<file path="src/rtl/demux4_buf_if.sv">
// Handshake and data bundle for the 1-to-4 buffered demultiplexer.
// The master side is the producer plus the four sinks; the slave side is the demux itself.
interface demux4_buf_if;
    logic        in_valid;
    logic        in_ready;
    logic [1:0]  demuxFlag;
    logic [31:0] w_demuxIn;
    logic [3:0]  out_valid;
    logic [3:0]  out_ready;
    logic [31:0] w_demuxOut0;
    logic [31:0] w_demuxOut1;
    logic [31:0] w_demuxOut2;
    logic [31:0] w_demuxOut3;
    logic [7:0]  cnt0;
    logic [7:0]  cnt1;
    logic [7:0]  cnt2;
    logic [7:0]  cnt3;

    modport master (
        output in_valid, demuxFlag, w_demuxIn, out_ready,
        input  in_ready, out_valid,
        input  w_demuxOut0, w_demuxOut1, w_demuxOut2, w_demuxOut3,
        input  cnt0, cnt1, cnt2, cnt3
    );

    modport slave (
        input  in_valid, demuxFlag, w_demuxIn, out_ready,
        output in_ready, out_valid,
        output w_demuxOut0, w_demuxOut1, w_demuxOut2, w_demuxOut3,
        output cnt0, cnt1, cnt2, cnt3
    );
endinterface

</file>
<file path="src/rtl/demux4_buf.sv">
// Registered 1-to-4 demultiplexer with a one-word buffer per output channel.
// A word is steered by demuxFlag into its channel buffer and held there until
// that sink takes it; a per-channel counter tracks accepted words modulo 256.
module demux4_buf (
    input logic         clk,
    input logic         reset,
    demux4_buf_if.slave bus
);

    typedef enum logic {
        EMPTY = 1'b0,
        FULL  = 1'b1
    } chan_state_t;

    chan_state_t state_q [4];
    chan_state_t state_d [4];
    logic [31:0] data_q  [4];
    logic [7:0]  cnt_q   [4];
    logic [3:0]  valid;
    logic [3:0]  load;
    logic [3:0]  drain;
    logic        ready;
    logic        accept;

    // Channel buffers advertise a word exactly while their FSM is FULL.
    always_comb begin
        valid = 4'b0000;
        for (int k = 0; k < 4; k++) begin
            valid[k] = (state_q[k] == FULL);
        end
    end

    // The selected channel can take a word if it is empty or being drained this cycle.
    assign ready  = reset & (~valid[bus.demuxFlag] | bus.out_ready[bus.demuxFlag]);
    assign accept = bus.in_valid & ready;
    assign drain  = valid & bus.out_ready;

    // Only the addressed channel is loaded, and only on an accepted word.
    always_comb begin
        load = 4'b0000;
        if (accept) begin
            load[bus.demuxFlag] = 1'b1;
        end
    end

    // Per-channel next state: a load always wins, so drain plus load keeps FULL without a bubble.
    always_comb begin
        for (int k = 0; k < 4; k++) begin
            state_d[k] = state_q[k];
            case (state_q[k])
                EMPTY: if (load[k]) state_d[k] = FULL;
                FULL: begin
                    if (load[k]) begin
                        state_d[k] = FULL;
                    end else if (drain[k]) begin
                        state_d[k] = EMPTY;
                    end
                end
                default: state_d[k] = EMPTY;
            endcase
        end
    end

    // Channel state register; reset discards any buffered word without a drain.
    always_ff @(posedge clk) begin
        if (!reset) begin
            for (int k = 0; k < 4; k++) begin
                state_q[k] <= EMPTY;
            end
        end else begin
            for (int k = 0; k < 4; k++) begin
                state_q[k] <= state_d[k];
            end
        end
    end

    // Buffer data and accept counters move together on an accepted word; data persists while EMPTY.
    always_ff @(posedge clk) begin
        if (!reset) begin
            for (int k = 0; k < 4; k++) begin
                data_q[k] <= 32'h0;
                cnt_q[k]  <= 8'h00;
            end
        end else if (accept) begin
            data_q[bus.demuxFlag] <= bus.w_demuxIn;
            cnt_q[bus.demuxFlag]  <= cnt_q[bus.demuxFlag] + 8'd1;
        end
    end

    assign bus.in_ready    = ready;
    assign bus.out_valid   = valid;
    assign bus.w_demuxOut0 = data_q[0];
    assign bus.w_demuxOut1 = data_q[1];
    assign bus.w_demuxOut2 = data_q[2];
    assign bus.w_demuxOut3 = data_q[3];
    assign bus.cnt0        = cnt_q[0];
    assign bus.cnt1        = cnt_q[1];
    assign bus.cnt2        = cnt_q[2];
    assign bus.cnt3        = cnt_q[3];

endmodule

</file>
<file path="src/flat_wrapper.sv">
// flat-port wrapper written by rule: the top's interface ports become plain ports
module demux4_buf_flat 
  (clk, reset, bus_in_valid, bus_demuxFlag, bus_w_demuxIn, bus_out_ready, bus_in_ready, bus_out_valid, bus_w_demuxOut0, bus_w_demuxOut1, bus_w_demuxOut2, bus_w_demuxOut3, bus_cnt0, bus_cnt1, bus_cnt2, bus_cnt3);
  demux4_buf_if bus_i ();
  input logic clk;
  input logic reset;
  input wire logic [$bits(bus_i.in_valid)-1:0] bus_in_valid;
  input wire logic [$bits(bus_i.demuxFlag)-1:0] bus_demuxFlag;
  input wire logic [$bits(bus_i.w_demuxIn)-1:0] bus_w_demuxIn;
  input wire logic [$bits(bus_i.out_ready)-1:0] bus_out_ready;
  output wire logic [$bits(bus_i.in_ready)-1:0] bus_in_ready;
  output wire logic [$bits(bus_i.out_valid)-1:0] bus_out_valid;
  output wire logic [$bits(bus_i.w_demuxOut0)-1:0] bus_w_demuxOut0;
  output wire logic [$bits(bus_i.w_demuxOut1)-1:0] bus_w_demuxOut1;
  output wire logic [$bits(bus_i.w_demuxOut2)-1:0] bus_w_demuxOut2;
  output wire logic [$bits(bus_i.w_demuxOut3)-1:0] bus_w_demuxOut3;
  output wire logic [$bits(bus_i.cnt0)-1:0] bus_cnt0;
  output wire logic [$bits(bus_i.cnt1)-1:0] bus_cnt1;
  output wire logic [$bits(bus_i.cnt2)-1:0] bus_cnt2;
  output wire logic [$bits(bus_i.cnt3)-1:0] bus_cnt3;
  assign bus_i.in_valid = bus_in_valid;
  assign bus_i.demuxFlag = bus_demuxFlag;
  assign bus_i.w_demuxIn = bus_w_demuxIn;
  assign bus_i.out_ready = bus_out_ready;
  assign bus_in_ready = bus_i.in_ready;
  assign bus_out_valid = bus_i.out_valid;
  assign bus_w_demuxOut0 = bus_i.w_demuxOut0;
  assign bus_w_demuxOut1 = bus_i.w_demuxOut1;
  assign bus_w_demuxOut2 = bus_i.w_demuxOut2;
  assign bus_w_demuxOut3 = bus_i.w_demuxOut3;
  assign bus_cnt0 = bus_i.cnt0;
  assign bus_cnt1 = bus_i.cnt1;
  assign bus_cnt2 = bus_i.cnt2;
  assign bus_cnt3 = bus_i.cnt3;
  demux4_buf u_core (.clk(clk), .reset(reset), .bus(bus_i));
endmodule
</file>
<file path="config.mk">
export PLATFORM = sky130hd
export DESIGN_NAME = demux4_buf_flat
export DESIGN_NICKNAME = d
export VERILOG_FILES = /design/src/rtl/demux4_buf_if.sv /design/src/rtl/demux4_buf.sv /design/src/flat_wrapper.sv
export SDC_FILE = /design/constraint.sdc
export NUM_CORES = 1
export LEC_CHECK = 0
export BUFFER_PORTS_ARGS = -buffer_cell sky130_fd_sc_hd__buf_2
export CELL_PAD_IN_SITES_DETAIL_PLACEMENT = 0
export CELL_PAD_IN_SITES_GLOBAL_PLACEMENT = 2
export CORE_ASPECT_RATIO = 0.9
export CORE_MARGIN = 2
export CORE_UTILIZATION = 31
export CTS_CLUSTER_DIAMETER = 60
export CTS_CLUSTER_SIZE = 14
export DETAILED_ROUTE_END_ITERATION = 10
export PLACE_DENSITY = 0.76
export SLEW_MARGIN = 20
export SYNTH_ARGS = -nofsm -noshare
export SYNTH_HDL_FRONTEND = slang
export SYNTH_SLANG_ARGS = --single-unit
export TNS_END_PERCENT = 30
</file>
<file path="constraint.sdc">
create_clock -name clk -period 5.4 [get_ports clk]
set_input_delay 1.08 -clock clk [delete_from_list [all_inputs] [get_ports clk]]
set_output_delay 1.08 -clock clk [all_outputs]
set_load 0.01 [all_outputs]
</file>
# After elaboration in Yosys (flattened, before gate mapping)
# Memories as Yosys holds them, arrays and structs flattened.
# Cells that the tools add are included.
# W data, S select, Z words.
[classes]
addsub = 1
n_mul = 0
div = 0
magnitude_cmp = 2
eq_ne = 0
shifts = 0
mux = 38
bitwise = 13
reduce_logical = 3
[op_table]
columns = ["operator", "count"]
rows = [
  ["$mux W32", 1],
  ["$reduce_or A32 Y1", 1],
  ["$mux W1", 26],
  ["$add A8 B1 Y8 const B", 1],
  ["$mux W8", 1],
  ["$pmux W1 S2", 4],
  ["$reduce_or A8 Y1", 1],
  ["$not A1 Y1", 5],
  ["$or A1 B1 Y1", 5],
  ["$and A4 B4 Y4", 1],
  ["$bmux W1 S2", 2],
  ["$mux W2", 2],
  ["$mux W4", 1],
  ["$lt A2 B3 Y1 const B", 1],
  ["$and A1 B1 Y1", 2],
  ["$demux W1 S2", 1],
  ["$ge A2 B1 Y1 const B", 1],
  ["$logic_and A1 B1 Y1", 1],
]
[totals]
reg_bits = 0
latch_bits = 0
ram_bits = 164
rom_bits = 0
input_bits = 41
out_inout_bits = 165
wordCells = 60
mem_count = 3
[mem_list]
columns = ["name", "depth", "word_bits", "rd", "rd_ports_with_merged_regs", "wr", "line", "rtl"]
rows = [
  ["u_core.data_q", 4, 32, 4, 0, 4, "demux4_buf.sv:17", "logic [31:0] data_q [4];"],
  ["u_core.cnt_q", 4, 8, 5, 0, 4, "demux4_buf.sv:18", "logic [7:0] cnt_q [4];"],
  ["u_core.state_q", 4, 1, 4, 0, 4, "demux4_buf.sv:15", "chan_state_t state_q [4];"],
]

# Longest topological paths before layout
[logic_depth]
ltp_word = 11
ltp_mapped = 6
depth_no_buf = 5

# Worst setup path before layout
# No wires, ideal clock.
[synth_path]
path_kind = "input to register"
from = "in bus_demuxFlag[0]"
to = "mem u_core.cnt_q[3][0], enable pin"
setup_time_ps = 493
arrival_time_ps = 4697
t_required_ps = 4907
setup_slack_ps = 210
stages = 5
path_buffers = 2
cell_sequence = "buf_6 > buf_2 > mux4_2 > nand2_1 > o21ai_0"
[synth_lines]
columns = ["item", "line", "rtl"]
rows = [
  ["from (decl)", "flat_wrapper.sv:8", "input wire logic [$bits(bus_i.demuxFlag)-1:0] bus_demuxFlag;"],
  ["to (decl)", "demux4_buf.sv:18", ""],
]

# Worst setup path in the final report
[layout_path]
from = "in bus_demuxFlag[1]"
to = "out bus_in_ready"
[layout_between]
elab_chain_len = 5
word_cells_on_any_way = 7
cone_classes = "4 x mux; 3 x bitwise"
[layout_lines]
columns = ["item", "line", "rtl"]
rows = [
  ["$bmux W1 S2", "demux4_buf.sv:34", "assign ready = reset & (~valid[bus.demuxFlag] | bus.out_ready[bus.demuxFlag]);"],
  ["$mux W1 (implied by the code)", "demux4_buf.sv:34", ""],
  ["$not A1 Y1", "demux4_buf.sv:34", ""],
  ["$or A1 B1 Y1 *", "demux4_buf.sv:34", ""],
  ["$and A1 B1 Y1 *", "demux4_buf.sv:34", ""],
  ["to (decl)", "flat_wrapper.sv:11", "output wire logic [$bits(bus_i.in_ready)-1:0] bus_in_ready;"],
]
# Every way passes the cells marked *; elsewhere a longest branch is shown, timed or not. The select of a mux whose other input is x is not followed.

==> metrics.txt <==
Final Skew roughly 0.013 ns; Synth Instances ~400; die height around 140 um; Power Dens Cells approximately 340 nW/um2; DR pass1 iterations 4; combinational share of power 0.081; switching part of the total 0.242; total global routing overflow 0; DP HPWL between 10000 and 15000 um; IO Port Bufs 205; CP Class primary input to output port; root buffer cell clkbuf_16; slowest cell on the critical path mux4_2; Hold-fix buffers, CTS 0; worst path cell trace buf_2 -> mux4_2 -> and2_1 -> buf_2; # clock sinks roughly 160; Die X ~160 um; CP max FO 36; vias per cell 4.58; setup_tns 0 ns; Max-Slew Margin vs Limit 0.404; fin crit share 0.698; VDD IR max roughly 0.20 mV; initial antenna violation count 2; clock latency at the later pin of the worst-skew pair ~0.43 ns; # Post-CTS Setup Buffers 0; Netlist cell types 32; Setup crit end kind output port; first-pass GRT wire length around 25000 um; post-route cell area roughly 8300 um2; reg-to-reg startpoint u_core.state_q[2]$_DFF_P_; vias in the first global route a little over 4000; Slew Viols, Final 0; post-synthesis cell area 6480 um2; starting density of the core 0.314; CTS max path bufs 2; total routed wirelength ~17000 um; clock slew at reported path FFs about 0.070 ns; TritonCTS clock tree done; max_cap viols 0; crit path launch type primary input; WP data arrival roughly 2.7 ns; Core Rows 50; CP top delay family multiplexers; drt drc 0; WL/cell 19.2 um; Clock power frac 0.393; DP Area between 7000 and 8000 um2; post-route ant nets 0; HP Class flip-flop to flip-flop; Worst EP required approximately 4.3 ns; gr usage total 0.158; CP startpoint bus_demuxFlag[1]; Synth warnings 0; core box area 20600 um2; commonest non-fill, non-tap cell in the layout buf_2; Area Overhead vs Synth 28.6%; unrepaired setup endpoints after global routing no; Critical Path Max Stage Delay 0.85 ns; net load switching power between 0.6 and 0.7 mW; commonest non-fill, non-tap cells in the layout buf_2, edfxtp_1, and2_1, and3_1, clkbuf_16; Seq cells post-synth roughly 160; Ports approximately 200; die footprint 22100 um2; gpl congestion about 0.8; WP buf/inv 2; Final setup violation count 0; # resized after CTS 0; Synth Area per Inst about 16 um2; Final Hold Fails 0; H-Tree Depth 4; leakage between 3 and 4 nW; DRT iter0 DRCs roughly 260; fmax between 200 and 300 MHz; Internal between 2 and 2.5 mW; worst slew pin tran roughly 0.9 ns; Hold Crit Start u_core.state_q[1]$_DFF_P_; share of cells above drive strength 1 0.416; Vias between 4000 and 5000; post-synthesis net count ~450; Seq pwr share 0.527; sequential area share after synthesis 0.753; status complete, no violations; largest net degree at the start of global routing 41; Crit path top cell by count buf_2; fin nets 649; CTS buffer count 17; Final min period about 3.8 ns
[metrics by stage]
step	setup WS (ns)	utilization	std cells	power [mW]	hold WS, ns
after floorplan	0.210	-	404	1.62	0.472
after global placement	1.53	0.376	847	1.74	0.570
after detailed placement	1.36	0.377	848	1.74	0.567
after CTS	1.61	0.403	880	2.85	0.577
after global routing	1.54	0.404	880	2.93	0.628
final	1.63	0.404	882	2.82	0.574
[synthesized netlist by cell type (all sizes together)]
master	instances	area, um2
inv	2	7.51
edfxtp	160	4800
xor2	2	17.5
nor3b	5	42.5
or3b	1	8.76
clkbuf	17	63.8
nand4b	1	8.76
and4b	1	10.0
mux4	9	203
nand3	4	20.0
a21boi	3	22.5
and2	101	632
nand4	1	21.3
nand2b	5	31.3
and3	33	206
dfxtp	4	80.1
o21ai	4	20.0
nor2	16	60.1
nor2b	4	25.0
buf	9	67.6
or3	3	28.8
a41oi	1	8.76
nor3	2	10.0
xnor2	1	8.76
ha	1	12.5
nand2	6	22.5
a21oi	8	40.0
[area by class of cell]
class                   count  area (um2)
fillers                  1981       12300
clock inverters            14         108
well taps                 260         325
repair buffers            210        1070
multi-input cells         212        1510
flip-flops and latches    164        4880
clock buffers              18         429
diodes                      2        5.00
inverters                   2        7.51
[registers in the layout (all words and copies together), names as in the netlist]
signal and count:
u_core.cnt_q 32, u_core.data_q 128, u_core.state_q 4
[metal layers]
metal  GRT usage  vias to the layer above  share of wire
met5           0                        -              0
met4      0.0594                        0          0.017
met3      0.0547                       19          0.081
met2       0.253                      162           0.48
met1       0.200                     1978           0.42
li1            -                     1878              -
[worst reg2reg max path, delay by kind of cell, from the launching register on]
kind	cells	cell delay [ns]
flip-flops	1	0.31
buffers and inverters	1	0.42
AND/OR/NAND/NOR	2	0.53
AO/OA/AOI/OAI	1	0.62
multiplexers	1	0.67
[logic make-up (layout without fill, tap and decap cells)]
group | count (synthesis) | count (layout) | share of synthesized area
AND/OR/NAND/NOR | 183 | 183 | 0.174
flip-flops | 164 | 164 | 0.753
buffers and inverters | 28 | 244 | 0.0214
AO/OA/AOI/OAI | 16 | 16 | 0.0141
multiplexers | 9 | 9 | 0.0313
XOR/XNOR | 3 | 3 | 0.00405
adder cells (fa/ha/maj) | 1 | 1 | 0.00193
other | 0 | 2 | 0
[power by group through the flow]
stage / clock [mW] / combinational, mW / sequential [mW]
final: 1.11 / 0.227 / 1.48
after global routing: 1.19 / 0.249 / 1.49
after CTS: 1.13 / 0.232 / 1.49
after detailed placement: 0 / 0.231 / 1.51
after global placement: 0 / 0.225 / 1.51
after floorplan: 0 / 0.0829 / 1.54
[final timing paths]
check | to | depth (start not counted) | slack, ns
setup reg to reg | u_core.data_q[3][25]$_DFFE_PP_ | 5 | 2.49
hold reg to reg | u_core.state_q[1]$_DFF_P_ | 2 | 0.57
setup / recovery | bus_in_ready | 4 | 1.63
hold / removal | u_core.state_q[1]$_DFF_P_ | 2 | 0.57
No activity file was read; power rests on OpenSTA's default activity.
